$ cat src/rtl/rpsc_alarm_reporter.sv
// rpsc_alarm_reporter: reporting end of one RPSC card's alarm latches.
// Registers the card's latched-alarm vector and drives the panel lamps from it.
// Sends the alarm state as a serial frame whenever the state changes, when an
// acknowledge asks for it, and on a periodic idle refresh. Also turns the
// operator acknowledge into a single-cycle latch-clear strobe.
//
// Frame on o_tx, LSB first within each field:
//   START(0) | CARD_ID[7:0] | snapshot[N_ALARMS-1:0] | PARITY | STOP(1)
// PARITY makes the total number of ones in CARD_ID, snapshot and PARITY even.
// Every bit lasts CLKS_PER_BIT cycles. o_busy is high for the whole frame.
//
// Interface protocol: there is no valid/ready handshake. o_clear_pulse is a
// fire-and-forget strobe that lasts one cycle. o_busy only reports status.
module rpsc_alarm_reporter #(
  parameter int         N_ALARMS       = 8,
  parameter logic [7:0] CARD_ID        = 8'd8,
  parameter int         CLKS_PER_BIT   = 16,
  parameter int         REFRESH_CYCLES = 1_000_000
) (
  input  logic                clk,
  input  logic                reset,
  input  logic [N_ALARMS-1:0] i_alarm_la,
  input  logic                i_clear_req,
  input  logic                i_lamptest,
  output logic                o_tx,
  output logic                o_busy,
  output logic                o_clear_pulse,
  output logic [N_ALARMS-1:0] o_lamp,
  output logic [2:0]          dbg_state
);

  localparam int BW = $clog2(CLKS_PER_BIT);
  localparam int RW = (REFRESH_CYCLES > 1) ? $clog2(REFRESH_CYCLES) : 1;
  localparam int FW = N_ALARMS + 9;  // CARD_ID + snapshot + parity

  localparam logic [BW-1:0] BAUD_LAST    = BW'(CLKS_PER_BIT - 1);
  localparam logic [RW-1:0] REFRESH_LAST = RW'(REFRESH_CYCLES - 1);
  localparam logic [3:0]    ID_LAST      = 4'd7;
  localparam logic [3:0]    DATA_LAST    = 4'(N_ALARMS - 1);

  typedef enum logic [2:0] {
    S_IDLE   = 3'd0,
    S_START  = 3'd1,
    S_ID     = 3'd2,
    S_DATA   = 3'd3,
    S_PARITY = 3'd4,
    S_STOP   = 3'd5
  } state_t;

  state_t              state;
  logic [N_ALARMS-1:0] alarm_q;
  logic                clr_q;
  logic                clr_prev;
  logic                clear_pulse;
  logic [N_ALARMS-1:0] last_sent;
  logic                pending;
  logic [RW-1:0]       refresh_cnt;
  logic [BW-1:0]       baud_cnt;
  logic [3:0]          bit_cnt;
  logic [FW-1:0]       frame_sr;  // {parity, snapshot, CARD_ID}, shifted out LSB first
  logic                tx;

  logic clr_rise;
  logic bit_done;
  logic start_frame;

  assign clr_rise    = clr_q & ~clr_prev;
  assign bit_done    = (baud_cnt == BAUD_LAST);
  assign start_frame = (alarm_q != last_sent) || pending || (refresh_cnt == REFRESH_LAST);

  assign o_tx          = tx;
  assign o_busy        = (state != S_IDLE);
  assign o_clear_pulse = clear_pulse;
  assign o_lamp        = i_lamptest ? {N_ALARMS{1'b1}} : alarm_q;
  assign dbg_state     = state;

  // Input register and acknowledge edge detector. The strobe works even while busy.
  always_ff @(posedge clk or negedge reset) begin
    if (!reset) begin
      alarm_q     <= '0;
      clr_q       <= 1'b0;
      clr_prev    <= 1'b0;
      clear_pulse <= 1'b0;
    end else begin
      alarm_q     <= i_alarm_la;
      clr_q       <= i_clear_req;
      clr_prev    <= clr_q;
      clear_pulse <= clr_rise;
    end
  end

  // Frame FSM: trigger decision, bit timing, serial shifter and resend bookkeeping.
  always_ff @(posedge clk or negedge reset) begin
    if (!reset) begin
      state       <= S_IDLE;
      last_sent   <= '0;
      pending     <= 1'b0;
      refresh_cnt <= '0;
      baud_cnt    <= '0;
      bit_cnt     <= '0;
      frame_sr    <= '0;
      tx          <= 1'b1;
    end else begin
      if (state != S_IDLE) begin
        baud_cnt <= bit_done ? '0 : baud_cnt + 1'b1;
      end

      case (state)
        S_IDLE: begin
          if (start_frame) begin
            state       <= S_START;
            tx          <= 1'b0;
            frame_sr    <= {^{CARD_ID, alarm_q}, alarm_q, CARD_ID};
            last_sent   <= alarm_q;
            pending     <= 1'b0;
            refresh_cnt <= '0;
            baud_cnt    <= '0;
            bit_cnt     <= '0;
          end else if (refresh_cnt != REFRESH_LAST) begin
            refresh_cnt <= refresh_cnt + 1'b1;
          end
        end
        S_START: begin
          if (bit_done) begin
            state    <= S_ID;
            tx       <= frame_sr[0];
            frame_sr <= frame_sr >> 1;
            bit_cnt  <= '0;
          end
        end
        S_ID: begin
          if (bit_done) begin
            tx       <= frame_sr[0];
            frame_sr <= frame_sr >> 1;
            if (bit_cnt == ID_LAST) begin
              state   <= S_DATA;
              bit_cnt <= '0;
            end else begin
              bit_cnt <= bit_cnt + 4'd1;
            end
          end
        end
        S_DATA: begin
          if (bit_done) begin
            tx       <= frame_sr[0];
            frame_sr <= frame_sr >> 1;
            if (bit_cnt == DATA_LAST) begin
              state   <= S_PARITY;
              bit_cnt <= '0;
            end else begin
              bit_cnt <= bit_cnt + 4'd1;
            end
          end
        end
        S_PARITY: begin
          if (bit_done) begin
            state <= S_STOP;
            tx    <= 1'b1;
          end
        end
        S_STOP: begin
          if (bit_done) begin
            state <= S_IDLE;
            tx    <= 1'b1;
          end
        end
        default: begin
          state <= S_IDLE;
          tx    <= 1'b1;
        end
      endcase

      // An acknowledge edge wins over the clear on frame entry. That way the
      // cleared state always gets its own frame after the current one.
      if (clr_rise) begin
        pending <= 1'b1;
      end else if ((state != S_IDLE) && (alarm_q != last_sent)) begin
        pending <= 1'b1;
      end
    end
  end

endmodule

$ cat config.mk
export PLATFORM = sky130hd
export DESIGN_NAME = rpsc_alarm_reporter
export DESIGN_NICKNAME = d
export VERILOG_FILES = /design/src/rtl/rpsc_alarm_reporter.sv
export SDC_FILE = /design/constraint.sdc
export NUM_CORES = 1
export LEC_CHECK = 0
export ABC_CLOCK_PERIOD_IN_PS = 4900
export CAP_MARGIN = 20
export CORE_MARGIN = 2
export CORE_UTILIZATION = 30
export CTS_CLUSTER_SIZE = 8
export DETAILED_ROUTE_END_ITERATION = 10
export SYNTH_ARGS = -nofsm -noshare
export SYNTH_HDL_FRONTEND = slang
export SYNTH_SLANG_ARGS = --single-unit
$ cat constraint.sdc
create_clock -name clk -period 4.9 [get_ports clk]
set_clock_uncertainty 0.05 [all_clocks]
set_input_delay 1.225 -clock clk [delete_from_list [all_inputs] [get_ports clk]]
set_output_delay 1.225 -clock clk [all_outputs]
set_load 0.02 [all_outputs]
---- After elaboration in Yosys (flattened, before gate mapping) ----
Cells that the tools add are included.
word-level totals
  memories kept ........................... 0
  word-level logic and storage cells ...... 90
  ROM bits ................................ 0
  memory bits (writable) .................. 0
  input bits .............................. 12
  bits in registers ....................... 69
  bits in latches ......................... 0
operators by class
  bitwise gates (word level) .............. 2
  multiply operators ...................... 0
  $add $sub $neg .......................... 3
  shifts and indexed selects .............. 0
  equality and inequality tests ........... 21
  divide/modulo/power cells ............... 0
  magnitude comparators ................... 0
  reductions and logical operators ........ 21
  muxes and demuxes ....................... 31
operators by type and width
  cell                   number
  $mux 20                2
  $mux 17                2
  $pmux 17 s2            1
  $mux 4                 8
  $mux 3                 8
  $add 20x1->20 const B  1
  $eq 20x20->1 const B   1
  $ne 20x20->1 const B   1
  $pmux 3 s6             1
  $ne 2x2->1 const B     8
  $reduce_xor 16->1      1
  $pmux 4 s3             1
  $reduce_bool 3->1      4
  $add 4x1->4 const B    2
  $mux 8                 1
  $ne 8x8->1             1
  $reduce_and 8->1       1
  $eq 3x2->1 const B     2
  $eq 3x3->1 const B     2
  $mux 1                 6
  $ne 2x1->1 const B     3
  $reduce_and 2->1       3
  $reduce_and 3->1       2
  $eq 4x3->1 const B     1
  other kinds (12)       15

---- Logic depth before layout (Yosys ltp) ----
  depth after elaboration ................. 7
  depth in mapped cells ................... 8
  depth with buffers taken out ............ 6

---- Least setup slack after synthesis ----
No wires, ideal clock.
  path kind ............................... in2out
  start point ............................. input i_lamptest
  end point ............................... output o_lamp[0]
  slack ................................... 2.080 ns
  arrival time ............................ 1.545 ns
  buffers on the path ..................... 0
  cell stages on the path ................. 1
  required time ........................... 3.625 ns
  cell sequence ........................... or2_2
on the way
  longest elaborated chain between the ends .. 1
ends and longest elaborated chain
  item         RTL line  text
  from (decl)  24        input logic i_lamptest,
  $mux 8       74        assign o_lamp = i_lamptest ? {N_ALARMS{1'b1}} : alarm_q;
  to (decl)    28        output logic [N_ALARMS-1:0] o_lamp,
No other way between the ends.

---- Worst setup path after layout ----
  start point ............................. input i_lamptest
  end point ............................... output o_lamp[5]
Same word-level chain as after synthesis.

==> run summary <==
status: finished, final reports clean
Mapped Area: 3350 sq um
Worst-path clk slew: 0.07 ns
hpwl dp: 4440 um
clock power share: 30.1%
clk sinks: 69
area of the multi-input gates: 1520 sq um
Primary FF master, synth: dfrtp_1
Synth area leader: dfrtp_1
CP max stage cell: clkdlybuf4s50_1
Internal: 0.00134 W
grt ovf: 0
Post-Syn Area per Cell: 10.3 sq um
PwrDens: 483 nW/um^2
proportion of netlist area held by the largest area contributor: 50.8%
initial antenna violation count: 0
I/O pin cnt: 26
wire length per cell: 13.0 um
via count: 2383
Worst Path Arrival: 2.61 ns
switching power: 0.000586 W
FFs w/ async S/R, synth: 100%
Ant. Diodes: 0
relative slew slack: 29.4%
router iterations before antenna repair: 4
top post-synthesis cells by count: 68 x dfrtp_1, 47 x nor2_1, 41 x nand2_1
sequential power share: 42.6%
Cell Chain, Critical Path: clkdlybuf4s50_1 > or2_2 > clkdlybuf4s50_1
Filler Cells Inserted: 1073
die footprint: 12000 sq um
Remaining DRCs: 0
Crit Path Class: primary input to output pin
FMAX: 257 MHz
first-pass GRT wire length: 11600 um
max-cap check violation count: 0
Hold-fix buffers, CTS: 0
final wirelength: 6460 um
peak supply drop: 0.000179 V
postcts setup bufs: 0
core area: 10900 sq um
Initial Utilization: 30.8%
end-of-flow core utilization: 36.6%
port buffer count: 25
gr usage total: 12.2%
area grow syn2layout: 18.9%
Inserted Clock Buffers: 9
wire length on met1: 3170 um
Setup crit start kind: primary input
GPL Wtd Cong: 0.803
Clock Tree Buf Depth: 2
crit-path most repeated cell: clkdlybuf4s50_1
CP Capture Type: output pin
Setup violations, final: 0
Slowest Stage Delay on Critical Path: 0.55 ns
Post-synth EDFFs: 0
Syn Nets: 341
routed wl met3: 226 um
num rows: 38
vias in the first global route: 2481
setup tns final: 0 ns
CTS tree: done
top post-synthesis cells by area: dfrtp_1 51%, xnor2_1 6.0%, nor2_1 5.3%
height of the die: 110 um
Die X: 110 um
max layer used: met4
CP Max Fanout: 8
synth unique cells: 49
Mapped Cells: 326
Final Hold Viols: 0
post-CTS sizing: 0
Logic pwr share: 27.3%
DRT iter0 DRCs: 100
share of post-route cells with drive strength above 1: 13.4%
fin crit share: 79.3%
Switching Fraction: 30.5%
sequential area share after synthesis: 51.6%
Worst Max-Slew Pin Slew: 1.06 ns
drt via density: 4.79
Root Buffer: clkbuf_8
Worst-Skew Late Latency: 0.33 ns
Yosys reg bits: 69
count leader, synth: dfrtp_1
P_leak: 1.68 nW
number of warnings issued by yosys: 0
clock period minus worst slack: 3.89 ns
unrepaired setup endpoints after global routing: no
Worst Path Required: 3.62 ns
flip-flop and latch area: 1730 sq um
CTS HTree Levels: 3
Antenna Nets Post-Route: 0
Final #Nets: 367
met2 WL post-DR: 2970 um
largest net degree at the start of global routing: 46
type of the worst min-delay path: flop to flop
fin. max-slew vios: 0
-- cells in the final DEF (no fill, tap or decap), drive strengths merged, types with 9 or more instances in the layout --
master	Yosys	layout
nand2	41	41
xor2	9	9
dfrtp	68	68
clkdlybuf4s50	0	24
nor3	10	10
xnor2	23	23
o21ai	16	16
mux2	13	13
nor2	47	47
clkbuf	7	11
-- area by class of cell --
class / count / area share [%]
Clock buffer: 11 / 3.80
Clock inverter: 5 / 2.67
Inverter: 3 / 0.283
Multi-Input combinational cell: 240 / 38.2
Sequential cell: 69 / 43.4
Tap cell: 140 / 4.40
Timing Repair Buffer: 29 / 7.23
-- power groups by stage --
| stage | Combinational [W] | Sequential (W) | Clock (W) |
|---|---|---|---|
| 2_1_floorplan | 0.000435 | 0.000800 | 0 |
| 3_3_place_gp | 0.000515 | 0.000821 | 0 |
| 3_5_place_dp | 0.000531 | 0.000830 | 0 |
| 4_1_cts | 0.000531 | 0.000820 | 0.000596 |
| 5_1_grt | 0.000593 | 0.000842 | 0.000623 |
| 6_report | 0.000526 | 0.000819 | 0.000580 |
-- registers in the layout (all words and copies together), names as in the netlist --
signal / count
refresh_cnt: 20
frame_sr: 17
alarm_q: 8
last_sent: 8
baud_cnt: 4
bit_cnt: 4
dbg_state: 3
clr_prev: 1
clr_q: 1
o_clear_pulse: 1
o_tx: 1
pending: 1
-- through the flow --
stage	setup slack [ns]	area [sq um]	cells	total power, W	hold slack (ns)
final	1.01	3980	497	0.00192	0.319
after CTS	0.985	3960	496	0.00195	0.324
after floorplan	2.08	3350	326	0.00124	0.297
after global placement	1.03	3700	480	0.00134	0.303
after detailed placement	0.992	3700	480	0.00136	0.307
after global routing	0.944	3980	497	0.00206	0.342
-- cell families (layout without fill, tap and decap cells) --
group           Yosys count  after routing  synth area share [%]
xor+xnor                 32             32                  8.37
compound gates           34             34                  6.43
fa+ha+maj                 3              3                  1.12
flops                    69             69                  51.6
mux                      20             20                  7.03
buf+inv                  17             48                  2.99
simple gates            151            151                  22.5
-- critical path, delay by kind of cell --
| family | cells | cell delay (ns) |
|---|---|---|
| buffers and inverters | 2 | 1.06 |
| and+or+nand+nor | 1 | 0.32 |
-- routing by layer --
metal / GRT usage [%] / vias to the layer above
met1: 16.0 / 1177
met2: 19.6 / 32
met5: 0 / -
met4: 4.61 / 0
li1: - / 1168
met3: 2.73 / 6
-- path summary, 6_finish.rpt --
check	slack, ns	endpoint	start	cells past startpoint
max	1.01	o_lamp[5]	i_lamptest	3
min	0.32	clr_prev	clr_q	0
max reg2reg	2.15	last_sent[2]	refresh_cnt[13]	5
min reg2reg	0.32	clr_prev	clr_q	0
max in group asynchronous	3.24	frame_sr[0]	reset	3
min in group asynchronous	0.70	refresh_cnt[16]	reset	1
Power figures use the tool's default switching activity.
